==> src/rtl/rom_load_pkg.sv <==
// -----------------------------------------------------------------------------
// rom_load_pkg
// Shared types and constants for the cartridge download bridge:
//   - FSM state encoding (SYNC / IDLE / WAIT_ACK)
//   - FIFO entry layout {addr, data}
//   - byte offsets of the cartridge serial-number field in the ROM header
//   - serial numbers of titles that need the SRAM quirk
//   - byte-swap helper (host {lo,hi} order -> big-endian ROM order)
// -----------------------------------------------------------------------------
package rom_load_pkg;

  localparam int ROM_AW = 25;

  typedef enum logic [1:0] {
    SYNC     = 2'd0,
    IDLE     = 2'd1,
    WAIT_ACK = 2'd2
  } state_e;

  typedef struct packed {
    logic [ROM_AW-1:0] addr;
    logic [15:0]       data;
  } fifo_entry_t;

  // Serial-number field of the Genesis header, one word per offset.
  localparam logic [31:0] HDR_ID0 = 32'h0000_0184;
  localparam logic [31:0] HDR_ID1 = 32'h0000_0186;
  localparam logic [31:0] HDR_ID2 = 32'h0000_0188;
  localparam logic [31:0] HDR_ID3 = 32'h0000_018A;

  // Seven-character IDs need the first byte of the word at HDR_ID3.
  localparam logic [55:0] QUIRK_ID7_A = "-081276";
  localparam logic [55:0] QUIRK_ID7_B = "-081586";
  localparam logic [47:0] QUIRK_ID6_A = "-81406";
  localparam logic [47:0] QUIRK_ID6_B = "-81576";
  localparam logic [47:0] QUIRK_ID6_C = "-81476";

  function automatic logic [15:0] swap_bytes(input logic [15:0] w);
    return {w[7:0], w[15:8]};
  endfunction

endpackage

==> src/rtl/rom_load_bridge_if.sv <==
// -----------------------------------------------------------------------------
// rom_load_bridge_if
// Toggle-handshake write channel between the download bridge and ddram.
//   mem_addr   : byte write address, held while a request is outstanding
//   mem_din    : write data (big-endian ROM byte order)
//   mem_we_req : toggles once per new write
//   mem_we_ack : ddram toggles it to match mem_we_req when the write completes
// Modports: master = bridge side, slave = ddram side.
// -----------------------------------------------------------------------------
interface rom_load_bridge_if #(
  parameter int AW = 25
);
  logic [AW-1:0] mem_addr;
  logic [15:0]   mem_din;
  logic          mem_we_req;
  logic          mem_we_ack;

  modport master (
    output mem_addr,
    output mem_din,
    output mem_we_req,
    input  mem_we_ack
  );

  modport slave (
    input  mem_addr,
    input  mem_din,
    input  mem_we_req,
    output mem_we_ack
  );
endinterface

==> src/rtl/rom_load_fifo.sv <==
// -----------------------------------------------------------------------------
// rom_load_fifo
// DEPTH x W synchronous FIFO with occupancy count and synchronous flush.
// Ports:
//   clk_sys, reset_n : clock, asynchronous active-low reset
//   push_i, wdata_i  : write strobe and data (caller guarantees !full or flush)
//   pop_i            : read strobe (caller guarantees !empty and !flush)
//   flush_i          : discard contents; a push in the same cycle is kept
//   rdata_o          : head entry (show-ahead)
//   count_o          : current occupancy
//   count_next_o     : occupancy after this cycle's push/pop/flush
//   full_o, empty_o  : occupancy flags
// -----------------------------------------------------------------------------
module rom_load_fifo #(
  parameter int DEPTH = 4,
  parameter int W     = 41
) (
  input  logic                       clk_sys,
  input  logic                       reset_n,
  input  logic                       push_i,
  input  logic [W-1:0]               wdata_i,
  input  logic                       pop_i,
  input  logic                       flush_i,
  output logic [W-1:0]               rdata_o,
  output logic [$clog2(DEPTH):0]     count_o,
  output logic [$clog2(DEPTH):0]     count_next_o,
  output logic                       full_o,
  output logic                       empty_o
);
  localparam int PW = $clog2(DEPTH);
  localparam int CW = PW + 1;

  logic [W-1:0]  mem_q [DEPTH];
  logic [PW-1:0] wr_ptr_q, wr_ptr_d;
  logic [PW-1:0] rd_ptr_q, rd_ptr_d;
  logic [PW-1:0] wr_idx;
  logic [CW-1:0] count_q, count_d;

  always_comb begin
    wr_idx   = wr_ptr_q;
    wr_ptr_d = wr_ptr_q + PW'(push_i);
    rd_ptr_d = rd_ptr_q + PW'(pop_i);
    count_d  = count_q + CW'(push_i) - CW'(pop_i);
    if (flush_i) begin
      // Restart from slot 0 so a word pushed with the flush becomes the head.
      wr_idx   = '0;
      wr_ptr_d = PW'(push_i);
      rd_ptr_d = '0;
      count_d  = CW'(push_i);
    end
  end

  always_ff @(posedge clk_sys or negedge reset_n) begin
    if (!reset_n) begin
      wr_ptr_q <= '0;
      rd_ptr_q <= '0;
      count_q  <= '0;
    end else begin
      wr_ptr_q <= wr_ptr_d;
      rd_ptr_q <= rd_ptr_d;
      count_q  <= count_d;
    end
  end

  always_ff @(posedge clk_sys) begin
    if (push_i) mem_q[wr_idx] <= wdata_i;
  end

  assign rdata_o      = mem_q[rd_ptr_q];
  assign count_o      = count_q;
  assign count_next_o = count_d;
  assign full_o       = (count_q == CW'(DEPTH));
  assign empty_o      = (count_q == '0);

endmodule

==> src/rtl/rom_load_bridge.sv <==
// -----------------------------------------------------------------------------
// rom_load_bridge
// Buffers 16-bit cartridge download words from hps_io and replays them to ddram
// as toggle-handshake writes, owning the ioctl_wait backpressure. Also reports
// the loaded ROM size and, optionally, a header-derived SRAM quirk flag.
//
// Ports:
//   clk_sys, reset_n : system clock, asynchronous active-low reset
//   dl_active        : ioctl_download level; rising edge starts a new download
//   dl_wr            : one-cycle strobe, dl_addr/dl_data valid
//   dl_addr, dl_data : byte address and host-order word {lo,hi}
//   dl_wait          : registered backpressure to hps_io
//   mem              : rom_load_bridge_if.master toggle write channel to ddram
//   rom_size         : last accepted dl_addr[AW-1:1] of the current download
//   dl_done          : one-cycle pulse once the download has ended and drained
//   overflow         : sticky, a word arrived with the FIFO full and was dropped
//   sram_quirk       : header serial number matched a known SRAM-quirk title
//
// Build option: define CART_ID_SNIFF_EN to enable header capture and the
// sram_quirk match; otherwise sram_quirk is tied to 0.
// -----------------------------------------------------------------------------
module rom_load_bridge
  import rom_load_pkg::*;
#(
  parameter int DEPTH = 4,
  parameter int AW    = ROM_AW
) (
  input  logic              clk_sys,
  input  logic              reset_n,
  input  logic              dl_active,
  input  logic              dl_wr,
  input  logic [AW-1:0]     dl_addr,
  input  logic [15:0]       dl_data,
  output logic              dl_wait,
  rom_load_bridge_if.master mem,
  output logic [AW-2:0]     rom_size,
  output logic              dl_done,
  output logic              overflow,
  output logic              sram_quirk
);
  localparam int CW = $clog2(DEPTH) + 1;

  state_e        state_q, state_d;
  logic          act_q;
  logic          rise, fall, flush;
  logic          push_ok, drop;
  logic          issue, realign;
  logic          full, empty;
  logic [CW-1:0] count, count_next;
  fifo_entry_t   wr_entry, head;

  logic [AW-1:0] mem_addr_q, mem_addr_d;
  logic [15:0]   mem_din_q, mem_din_d;
  logic          req_q, req_d;
  logic          dl_wait_q;
  logic [AW-2:0] rom_size_q;
  logic          overflow_q;
  logic          armed_q;
  logic          dl_done_q;
  logic          fire;

  // A new download discards whatever the previous one left queued.
  assign rise  = dl_active & ~act_q;
  assign fall  = ~dl_active & act_q;
  assign flush = rise;

  // The flush empties the FIFO this cycle, so a coincident word always fits.
  assign push_ok = dl_wr & (flush | ~full);
  assign drop    = dl_wr & full & ~flush;

  always_comb begin
    wr_entry      = '0;
    wr_entry.addr = ROM_AW'(dl_addr);
    wr_entry.data = dl_data;
  end

  rom_load_fifo #(
    .DEPTH (DEPTH),
    .W     ($bits(fifo_entry_t))
  ) u_fifo (
    .clk_sys      (clk_sys),
    .reset_n      (reset_n),
    .push_i       (push_ok),
    .wdata_i      (wr_entry),
    .pop_i        (issue),
    .flush_i      (flush),
    .rdata_o      (head),
    .count_o      (count),
    .count_next_o (count_next),
    .full_o       (full),
    .empty_o      (empty)
  );

  // FSM state register
  always_ff @(posedge clk_sys or negedge reset_n) begin
    if (!reset_n) state_q <= SYNC;
    else          state_q <= state_d;
  end

  // FSM next state
  always_comb begin
    state_d = state_q;
    unique case (state_q)
      SYNC:     state_d = IDLE;
      IDLE:     if (issue) state_d = WAIT_ACK;
      WAIT_ACK: if (mem.mem_we_ack == req_q) state_d = IDLE;
      default:  state_d = SYNC;
    endcase
  end

  // FSM outputs; no issue on a flush cycle, the head belongs to the old download.
  always_comb begin
    issue   = 1'b0;
    realign = 1'b0;
    unique case (state_q)
      SYNC:    realign = 1'b1;
      IDLE:    issue   = ~empty & ~flush;
      default: ;
    endcase
  end

  // Write channel: after reset ddram may hold either ack phase, so SYNC copies it.
  always_comb begin
    mem_addr_d = mem_addr_q;
    mem_din_d  = mem_din_q;
    req_d      = req_q;
    if (realign) begin
      req_d = mem.mem_we_ack;
    end else if (issue) begin
      mem_addr_d = AW'(head.addr);
      mem_din_d  = swap_bytes(head.data);
      req_d      = ~req_q;
    end
  end

  // dl_done needs the download over, nothing queued, nothing in flight, and no
  // late word arriving this very cycle.
  assign fire = armed_q & ~dl_active & empty & (state_q == IDLE) & ~push_ok;

  always_ff @(posedge clk_sys or negedge reset_n) begin
    if (!reset_n) begin
      act_q      <= 1'b0;
      mem_addr_q <= '0;
      mem_din_q  <= '0;
      req_q      <= 1'b0;
      dl_wait_q  <= 1'b0;
      rom_size_q <= '0;
      overflow_q <= 1'b0;
      armed_q    <= 1'b0;
      dl_done_q  <= 1'b0;
    end else begin
      act_q      <= dl_active;
      mem_addr_q <= mem_addr_d;
      mem_din_q  <= mem_din_d;
      req_q      <= req_d;
      // Rising at DEPTH-1 leaves one slot for the word hps_io may still send.
      dl_wait_q  <= (count_next >= CW'(DEPTH - 1));
      dl_done_q  <= fire;

      if (push_ok)    rom_size_q <= dl_addr[AW-1:1];
      else if (flush) rom_size_q <= '0;

      if (flush)     overflow_q <= 1'b0;
      else if (drop) overflow_q <= 1'b1;

      if (flush)     armed_q <= 1'b0;
      else if (fire) armed_q <= 1'b0;
      else if (fall) armed_q <= 1'b1;
    end
  end

  assign mem.mem_addr   = mem_addr_q;
  assign mem.mem_din    = mem_din_q;
  assign mem.mem_we_req = req_q;
  assign dl_wait        = dl_wait_q;
  assign rom_size       = rom_size_q;
  assign overflow       = overflow_q;
  assign dl_done        = dl_done_q;

`ifdef CART_ID_SNIFF_EN
  logic [47:0] cart_id_q;
  logic        quirk_q;
  logic [15:0] sw_data;
  logic        id_match;

  assign sw_data = swap_bytes(dl_data);

  // The seventh ID character is the first byte of the word being pushed now.
  assign id_match = ({cart_id_q, sw_data[15:8]} == QUIRK_ID7_A) ||
                    ({cart_id_q, sw_data[15:8]} == QUIRK_ID7_B) ||
                    (cart_id_q == QUIRK_ID6_A) ||
                    (cart_id_q == QUIRK_ID6_B) ||
                    (cart_id_q == QUIRK_ID6_C);

  always_ff @(posedge clk_sys or negedge reset_n) begin
    if (!reset_n) begin
      cart_id_q <= '0;
      quirk_q   <= 1'b0;
    end else begin
      if (flush) quirk_q <= 1'b0;
      if (push_ok) begin
        if (dl_addr == AW'(HDR_ID0)) cart_id_q[47:32] <= sw_data;
        if (dl_addr == AW'(HDR_ID1)) cart_id_q[31:16] <= sw_data;
        if (dl_addr == AW'(HDR_ID2)) cart_id_q[15:0]  <= sw_data;
        if ((dl_addr == AW'(HDR_ID3)) && id_match) quirk_q <= 1'b1;
      end
    end
  end

  assign sram_quirk = quirk_q;
`else
  assign sram_quirk = 1'b0;
`endif

endmodule

==> src/flat_wrapper.sv <==
// flat-port wrapper written by rule: the top's interface ports become plain ports
module rom_load_bridge_flat import rom_load_pkg::*;
#(
  parameter int DEPTH = 4,
  parameter int AW    = ROM_AW
)
  (clk_sys, reset_n, dl_active, dl_wr, dl_addr, dl_data, dl_wait, rom_size, dl_done, overflow, sram_quirk, mem_mem_addr, mem_mem_din, mem_mem_we_req, mem_mem_we_ack);
  rom_load_bridge_if #(.AW(AW)) mem_i ();
  input  logic clk_sys;
  input  logic reset_n;
  input  logic dl_active;
  input  logic dl_wr;
  input  logic [AW-1:0] dl_addr;
  input  logic [15:0] dl_data;
  output logic dl_wait;
  output logic [AW-2:0] rom_size;
  output logic dl_done;
  output logic overflow;
  output logic sram_quirk;
  output wire logic [$bits(mem_i.mem_addr)-1:0] mem_mem_addr;
  output wire logic [$bits(mem_i.mem_din)-1:0] mem_mem_din;
  output wire logic [$bits(mem_i.mem_we_req)-1:0] mem_mem_we_req;
  input wire logic [$bits(mem_i.mem_we_ack)-1:0] mem_mem_we_ack;
  assign mem_mem_addr = mem_i.mem_addr;
  assign mem_mem_din = mem_i.mem_din;
  assign mem_mem_we_req = mem_i.mem_we_req;
  assign mem_i.mem_we_ack = mem_mem_we_ack;
  rom_load_bridge #(.DEPTH(DEPTH), .AW(AW)) u_core (.clk_sys(clk_sys), .reset_n(reset_n), .dl_active(dl_active), .dl_wr(dl_wr), .dl_addr(dl_addr), .dl_data(dl_data), .dl_wait(dl_wait), .mem(mem_i), .rom_size(rom_size), .dl_done(dl_done), .overflow(overflow), .sram_quirk(sram_quirk));
endmodule
==> config.mk <==
export PLATFORM = sky130hd
export DESIGN_NAME = rom_load_bridge_flat
export DESIGN_NICKNAME = d
export VERILOG_FILES = /design/src/rtl/rom_load_pkg.sv /design/src/rtl/rom_load_bridge_if.sv /design/src/rtl/rom_load_fifo.sv /design/src/rtl/rom_load_bridge.sv /design/src/flat_wrapper.sv
export SDC_FILE = /design/constraint.sdc
export NUM_CORES = 1
export LEC_CHECK = 0
export BUFFER_PORTS_ARGS = -buffer_cell sky130_fd_sc_hd__buf_4
export CORE_MARGIN = 1
export CORE_UTILIZATION = 40
export CTS_BUF_LIST = sky130_fd_sc_hd__clkbuf_8
export DETAILED_ROUTE_END_ITERATION = 7
export PLACE_DENSITY = 0.7
export SLEW_MARGIN = 20
export SYNTH_ARGS = -nofsm -noshare
export SYNTH_HDL_FRONTEND = slang
export SYNTH_SLANG_ARGS = --single-unit
==> constraint.sdc <==
create_clock -name clk_sys -period 9.9 [get_ports clk_sys]
set_clock_uncertainty 0.1 [all_clocks]
set_input_delay 0.99 -clock clk_sys [delete_from_list [all_inputs] [get_ports clk_sys]]
set_output_delay 0.99 -clock clk_sys [all_outputs]
set_load 0.02 [all_outputs]
After elaboration in Yosys (flattened, before gate mapping)
Memories as Yosys holds them, arrays and structs flattened. A register that Yosys moved wholly into a read port is not among the register bits.
Index checks and enable logic that the tools add are counted.

cells by class
  $add $sub $neg = 4
  $lt $le $gt $ge = 1
  equal/unequal tests = 6
  muxes and demuxes = 20
  bitwise logic cells = 19
  reductions and logical operators = 9

operators by type and width
  kind                number
  $mux 24             2
  $mux 1              11
  $and 1x1->1         10
  $mux 2              5
  $not 1->1           8
  $pmux 2 s3          1
  $reduce_bool 2->1   3
  $add 2x1->2         2
  $reduce_and 2->1    2
  $add 3x1->3         1
  $eq 3x3->1 const B  1
  $ge 3x2->1 const B  1
  $logic_not 3->1     1
  $mux 3              1
  $reduce_bool 3->1   1
  $sub 3x1->3         1
  $eq 2x1->1 const B  1
  $eq 2x2->1 const B  1
  $logic_not 2->1     1
  $ne 2x1->1 const B  1
  $ne 2x2->1 const B  1
  $eq 1x1->1          1
  $logic_not 1->1     1
  $or 1x1->1          1

word-level totals
  register bits = 39
  memory bits (writable) = 164
  memories kept = 1

memory list
  name                 depth  width  rd ports  clocked after Yosys merged registers in  wr ports  RTL line             RTL
  u_core.u_fifo.mem_q  4      41     1         1                                        1         rom_load_fifo.sv:33  logic [W-1:0] mem_q [DEPTH];

Depth between registers and ports, before layout
  word-level depth = 8
  mapped depth = 11
  mapped depth without buffers = 9

Modules after synthesis
Synthesis repeated with hierarchy kept, for this count alone.

unflattened totals
  cells, all modules = 448
  area, all modules = 9323.9 um2

by module, submodules not included
  module           instances  cells each  area each (um2)  sequential area each (um2)
  rom_load_fifo    1          251         6364.9           5099.9
  rom_load_bridge  1          197         2959.1           1826.8

Worst setup path before layout
Ideal clock, no wire load.

  path kind = input to register
  start point = in dl_active
  end point = mem u_core.u_fifo.mem_q[2][0], enable pin
  library setup time = 0.556 ns
  data arrival time = 5.656 ns
  setup slack = 3.588 ns
  stages on the path = 4
  buffers on the path = 1
  cells stage by stage = nand2b_1 a31o_2 clkbuf_1 nor4b_1

between the ends
  cells in the longest elaborated chain, start to end = 5
  elaborated cells between the ends (all ways) = 6
  classes of those cells = mux (3); bitwise (3)

ends and longest elaborated chain
  what                          RTL line               RTL
  start: declaration            flat_wrapper.sv:11     input logic dl_active;
  $and 1x1->1 (*)               rom_load_bridge.sv:63  assign rise = dl_active & ~act_q;
  $or 1x1->1                    rom_load_bridge.sv:68  assign push_ok = dl_wr & (flush | ~full);
  $and 1x1->1                   rom_load_bridge.sv:68
  $mux 1                        rom_load_fifo.sv:66    if (push_i) mem_q[wr_idx] <= wdata_i;
  $mux 1 (not written as such)  rom_load_fifo.sv:66
  end: declaration              rom_load_fifo.sv:33

Mark *: on every way between the ends. The rest lies on a longest branch, timed or not.

Worst setup path in the final report
  start point = in dl_active
  end point = reg u_core.dl_wait_q (netlist: u_core.dl_wait)

between the ends
  cells in the longest elaborated chain, start to end = 7
  elaborated cells between the ends (all ways) = 10
  classes of those cells = add/sub (2); order compare (1); mux (2); bitwise (5)

ends and longest elaborated chain
  what                                     RTL line                                       RTL
  $and 1x1->1 (*)                          rom_load_bridge.sv:63
  $or 1x1->1 or $not 1->1 (tied branches)  rom_load_bridge.sv:68, rom_load_bridge.sv:117
  $and 1x1->1, on equally long branches    rom_load_bridge.sv:68, rom_load_bridge.sv:117
  $add 3x1->3 or $mux 1 (tied branches)    rom_load_fifo.sv:43, rom_load_bridge.sv:115
  $sub 3x1->3                              rom_load_fifo.sv:43                            count_d = count_q + CW'(push_i) - CW'(pop_i);
  $mux 3 (*)                               rom_load_fifo.sv:44                            if (flush_i) begin
  $ge 3x2->1 (*)                           rom_load_bridge.sv:157                         dl_wait_q <= (count_next >= CW'(DEPTH - 1));
  end signal: assignment                   rom_load_bridge.sv:157
  end: declaration                         rom_load_bridge.sv:55                          logic dl_wait_q;

Marked as above.
A chain may end at the register's enable or synchronous reset.

==> summary by stage <==
Critical path
The signal on the critical path passes through buf_4, nor2b_1, buf_4, nor3_4, buf_4, xnor2_1, ha_1, inv_1, fa_1, xor2_1, xnor2_1, a21oi_1. By instance count, the cell type seen most on the critical path is sky130_fd_sc_hd__buf_4. The highest-delay cell along the critical path is sky130_fd_sc_hd__buf_4. STA classifies the critical path endpoint as a flop.

In this run the register-to-register setup slack is 6.95 ns. The worst setup path is of the input pin to flop kind. The number of cells on the worst reg-to-reg path is 10. In this run the worst setup path begins at dl_active. STA puts the critical path data arrival time at 3.51 ns.

The launching element type of the critical path is an input pin. The total buffers and inverters traversed by the critical path is 4. In this run the critical register-to-register path is launched from u_core.state_q[1]. Along the worst path, the maximum fanout reaches 45. The cell family contributing the most delay on the critical path is buffers and inverters. The endpoint of the lowest-slack register-to-register path is u_core.dl_wait.

In this design, the stage delay of the slowest critical-path cell is 0.57 ns. At the worst endpoint, the required time is 10.18 ns.

Timing
Setup repair after global routing left no endpoint under its margin. The relative slew slack is 42.4%. The max-slew violation total from the final report is 0. For this run, the top clock speed supported by timing is 309 MHz. The total setup violations reported at the end of the flow is 0. Once routing completed, OpenROAD measured the worst setup slack at 6.67 ns. The transition time of the tightest slew-check pin is 0.863 ns. The number of hold-slack violations in the final timing report was 0. The shortest clock period the worst path allows after layout is 3.23 ns. The share of the clock period used by the worst path is 32.6%. The setup TNS is 0 ns.

Place
The count of input and output buffers is 114. Routability-driven placement finished with a final weighted congestion of 0.833. In this run the cell area measured after placement is 0.0104 sq mm. The wire-length estimate of the detail-placed layout is 10.6 mm.

The post-placement setup slack is 6.11 ns.

Yosys
The area fraction in compound gates after synthesis is 0.742%. The warning count from the yosys run is 0. After technology mapping, the gate count stands at 482. Summing the areas of all and, or, nand and nor instances in the mapped netlist gives 3.18% of the synthesized area. The synthesized netlist net count is 532. The mean area per synthesized cell is 19.2 sq um. In the synthesized netlist, mux cells make up 17.5% of the area.

The adder-cell area share of the yosys netlist is 0.620%. By area, the combinational part of the netlist is dominated by multiplexers. In this run, synthesis produced a sequential element count of 244. The part of the Yosys area used for sequential elements is 74.7%. Summing every instance area after synthesis gives 0.00928 sq mm. Of the total synthesized cell area, the portion taken by XOR and XNOR cells is 0.566%. The distinct cell type count after synthesis is 38.

Layout
The library cell used most frequently in the layout, excluding fill and tap cells, is sky130_fd_sc_hd__edfxtp_1. The fraction of final layout cells with drive strength greater than 1 is 40.3%. The growth of design area from synthesis to finish is 21.0%. In the final design database the tool counted 672 nets. The layout has 1,897 filler cells. The number of antenna repair diodes is 0. The final design area excluding fillers is 0.0112 sq mm. In the layout the commonest cells are 164 x sky130_fd_sc_hd__edfxtp_1, 122 x sky130_fd_sc_hd__buf_4, 78 x sky130_fd_sc_hd__dfrtp_1.

Power and ir drop
The maximum vdd ir drop is 0.000128 V. Per report_power, the clock group accounts for 25.7% of the total. The total internal power is 2.28 mW. The net switching power figure is 999 uW. The portion of total power attributed to combinational logic is 28.1%. Net switching is 30.5% of the power.

The static leakage is 4.41 nW. The proportion of power drawn by flip-flops and latches is 46.3%. The total power divided by cell area is 292 mW/mm^2.

Route
The per-cell routed wire length is 19.1 um. The detailed router finished its first iteration with 224 violations. The number of iterations in the first detailed-routing pass is 4.

The number of vias after detailed routing is 4,729. For this run, design rule violations remaining after detail routing come to 0. The count of nets left with antenna violations once routing finished came out at 0. The final routed wirelength across all metal layers is 17.9 mm. After detailed routing, the number of vias per cell comes to 5.05.

GRT
The maximum number of pins on one net before global-route repair is 51. The first global-routing pass estimated 28.2 mm of wire. The total overflow left after global routing is 0. Global routing used 15.6% of the available tracks.

The initial antenna violation count was 0. The number of global-route vias before repair is 5,222.

Job
The max capacitance violation total is 0.

Clock network
The clock-pin slew on the worst setup and hold paths is 0.06 ns. The root buffer cell chosen for the clock tree is sky130_fd_sc_hd__clkbuf_8. The clock passes through at most 3 buffers. The number of buffers inserted to repair setup after CTS is 0. The count of H-tree levels built during CTS is 2. The number of gates resized after CTS was 0. TritonCTS built the clock tree.

The later-pin clock latency in the skew report is 0.51 ns. In this run, post-CTS hold repair placed 0 buffers. The number of CTS-inserted buffers is 39. The clock sink count is 244.

Floorplanning
The core region is 0.0227 sq mm. The initialized floorplan defines 55 standard-cell rows. Once the floorplan was initialized, standard cells occupied 40.9% of the core.

In this run the count of I/O pins placed on the die edge is 116. The total die area is 0.0238 sq mm. The overall die height is 154 um. The die width is 154 um.

Outcome
The flow ran to the end, and the final reports show no timing, DRC or antenna violations.

Hold path
The tightest min-delay check is of the input pin to asynchronous set/reset pin type.
[power by group through the flow]
stage	Clock [mW]	Sequential, mW	Combinational (mW)
3_3_place_gp	0	1.53	0.912
4_1_cts	0.865	1.52	0.938
3_5_place_dp	0	1.54	0.936
5_1_grt	0.911	1.55	0.985
2_1_floorplan	0	1.59	0.534
6_report	0.841	1.52	0.920
[layout make-up]
type                       instances  area, sq um  area share, %
clock buffer                      45          619           5.52
clock inverter                    26          160           1.43
inverter                          27          101          0.903
multi-input combinational        188         2140           19.1
sequential                       244         6930           61.8
tap                              285          357           3.18
timing repair buffer             122          916           8.16
[Yosys cell counts, drive strengths merged]
| master | instances | share of area, % |
|---|---|---|
| xor2 | 2 | 0.19 |
| and2 | 2 | 0.13 |
| o31ai | 1 | 0.081 |
| o21ai | 1 | 0.054 |
| fa | 1 | 0.22 |
| nor4b | 2 | 0.26 |
| o21bai | 1 | 0.081 |
| o32ai | 1 | 0.094 |
| dfrtp | 80 | 22 |
| nand3 | 1 | 0.054 |
| a21oi | 2 | 0.11 |
| a31o | 1 | 0.094 |
| nor2b | 1 | 0.067 |
| ha | 3 | 0.40 |
| xnor2 | 4 | 0.38 |
| or3 | 1 | 0.067 |
| nand2b | 7 | 0.47 |
| conb | 1 | 0.040 |
| clkbuf | 7 | 0.28 |
| a21o | 1 | 0.081 |
| a31oi | 1 | 0.067 |
| buf | 16 | 1.3 |
| mux4 | 41 | 10 |
| mux2 | 41 | 5.0 |
| nand2 | 32 | 1.3 |
| a21boi | 1 | 0.081 |
| mux2i | 24 | 2.6 |
| nor4 | 2 | 0.13 |
| nor2 | 9 | 0.36 |
| inv | 27 | 1.1 |
| nor3 | 4 | 0.34 |
| edfxtp | 164 | 53 |
[cell families (layout without fill, tap and decap cells)]
kind of cell               Yosys count  in the layout
DFF                                244            244
muxes                              106            106
and+or+nand+nor                     61             61
buffers and inverters               50            220
AOI/OAI and AO/OA                   10             10
xor gates and xnor gates             6              6
adders and majority gates            4              4
other                                1              1
[per-stage QoR]
stage	instances	util, %	hold slack [ns]	power (mW)
2_1_floorplan	482	-	0.404	2.12
3_3_place_gp	866	46.0	0.383	2.44
3_5_place_dp	866	46.0	0.386	2.48
4_1_cts	937	49.4	0.280	3.33
5_1_grt	937	49.4	0.300	3.45
6_report	937	49.4	0.293	3.28
[per-layer routing]
layer	track usage, %	vias up	share of wire [%]	wire length, um
met5	0	-	0	0
met4	5.61	0	1.7	296
met3	4.20	27	5.0	891
met2	26.6	124	52	9250
met1	19.3	2469	42	7440
li1	-	2109	-	-
[registers in the layout (all words and copies together) (netlist names)]
| register | count |
|---|---|
| u_core.act_q | 1 |
| u_core.armed_q | 1 |
| u_core.dl_done | 1 |
| u_core.dl_wait | 1 |
| u_core.mem.mem_addr | 25 |
| u_core.mem.mem_din | 16 |
| u_core.mem.mem_we_req | 1 |
| u_core.overflow | 1 |
| u_core.rom_size | 24 |
| u_core.state_q | 2 |
| u_core.u_fifo.count_o | 3 |
| u_core.u_fifo.mem_q | 164 |
| u_core.u_fifo.rd_ptr_q | 2 |
| u_core.u_fifo.wr_ptr_q | 2 |
[worst max-delay path by stage]
| stage | end | slack (ns) | cells past startpoint |
|---|---|---|---|
| final | u_core.dl_wait | 6.67 | 12 |
| after global routing | u_core.dl_wait | 6.54 | 12 |
| after CTS | u_core.dl_wait | 6.67 | 12 |
| after detailed placement | u_core.dl_wait | 6.11 | 12 |
| after global placement | u_core.dl_wait | 6.25 | 12 |
| after floorplan | u_core.u_fifo.mem_q[2][0] | 3.59 | 4 |
Note: power is estimated with default switching activity, not from simulation.
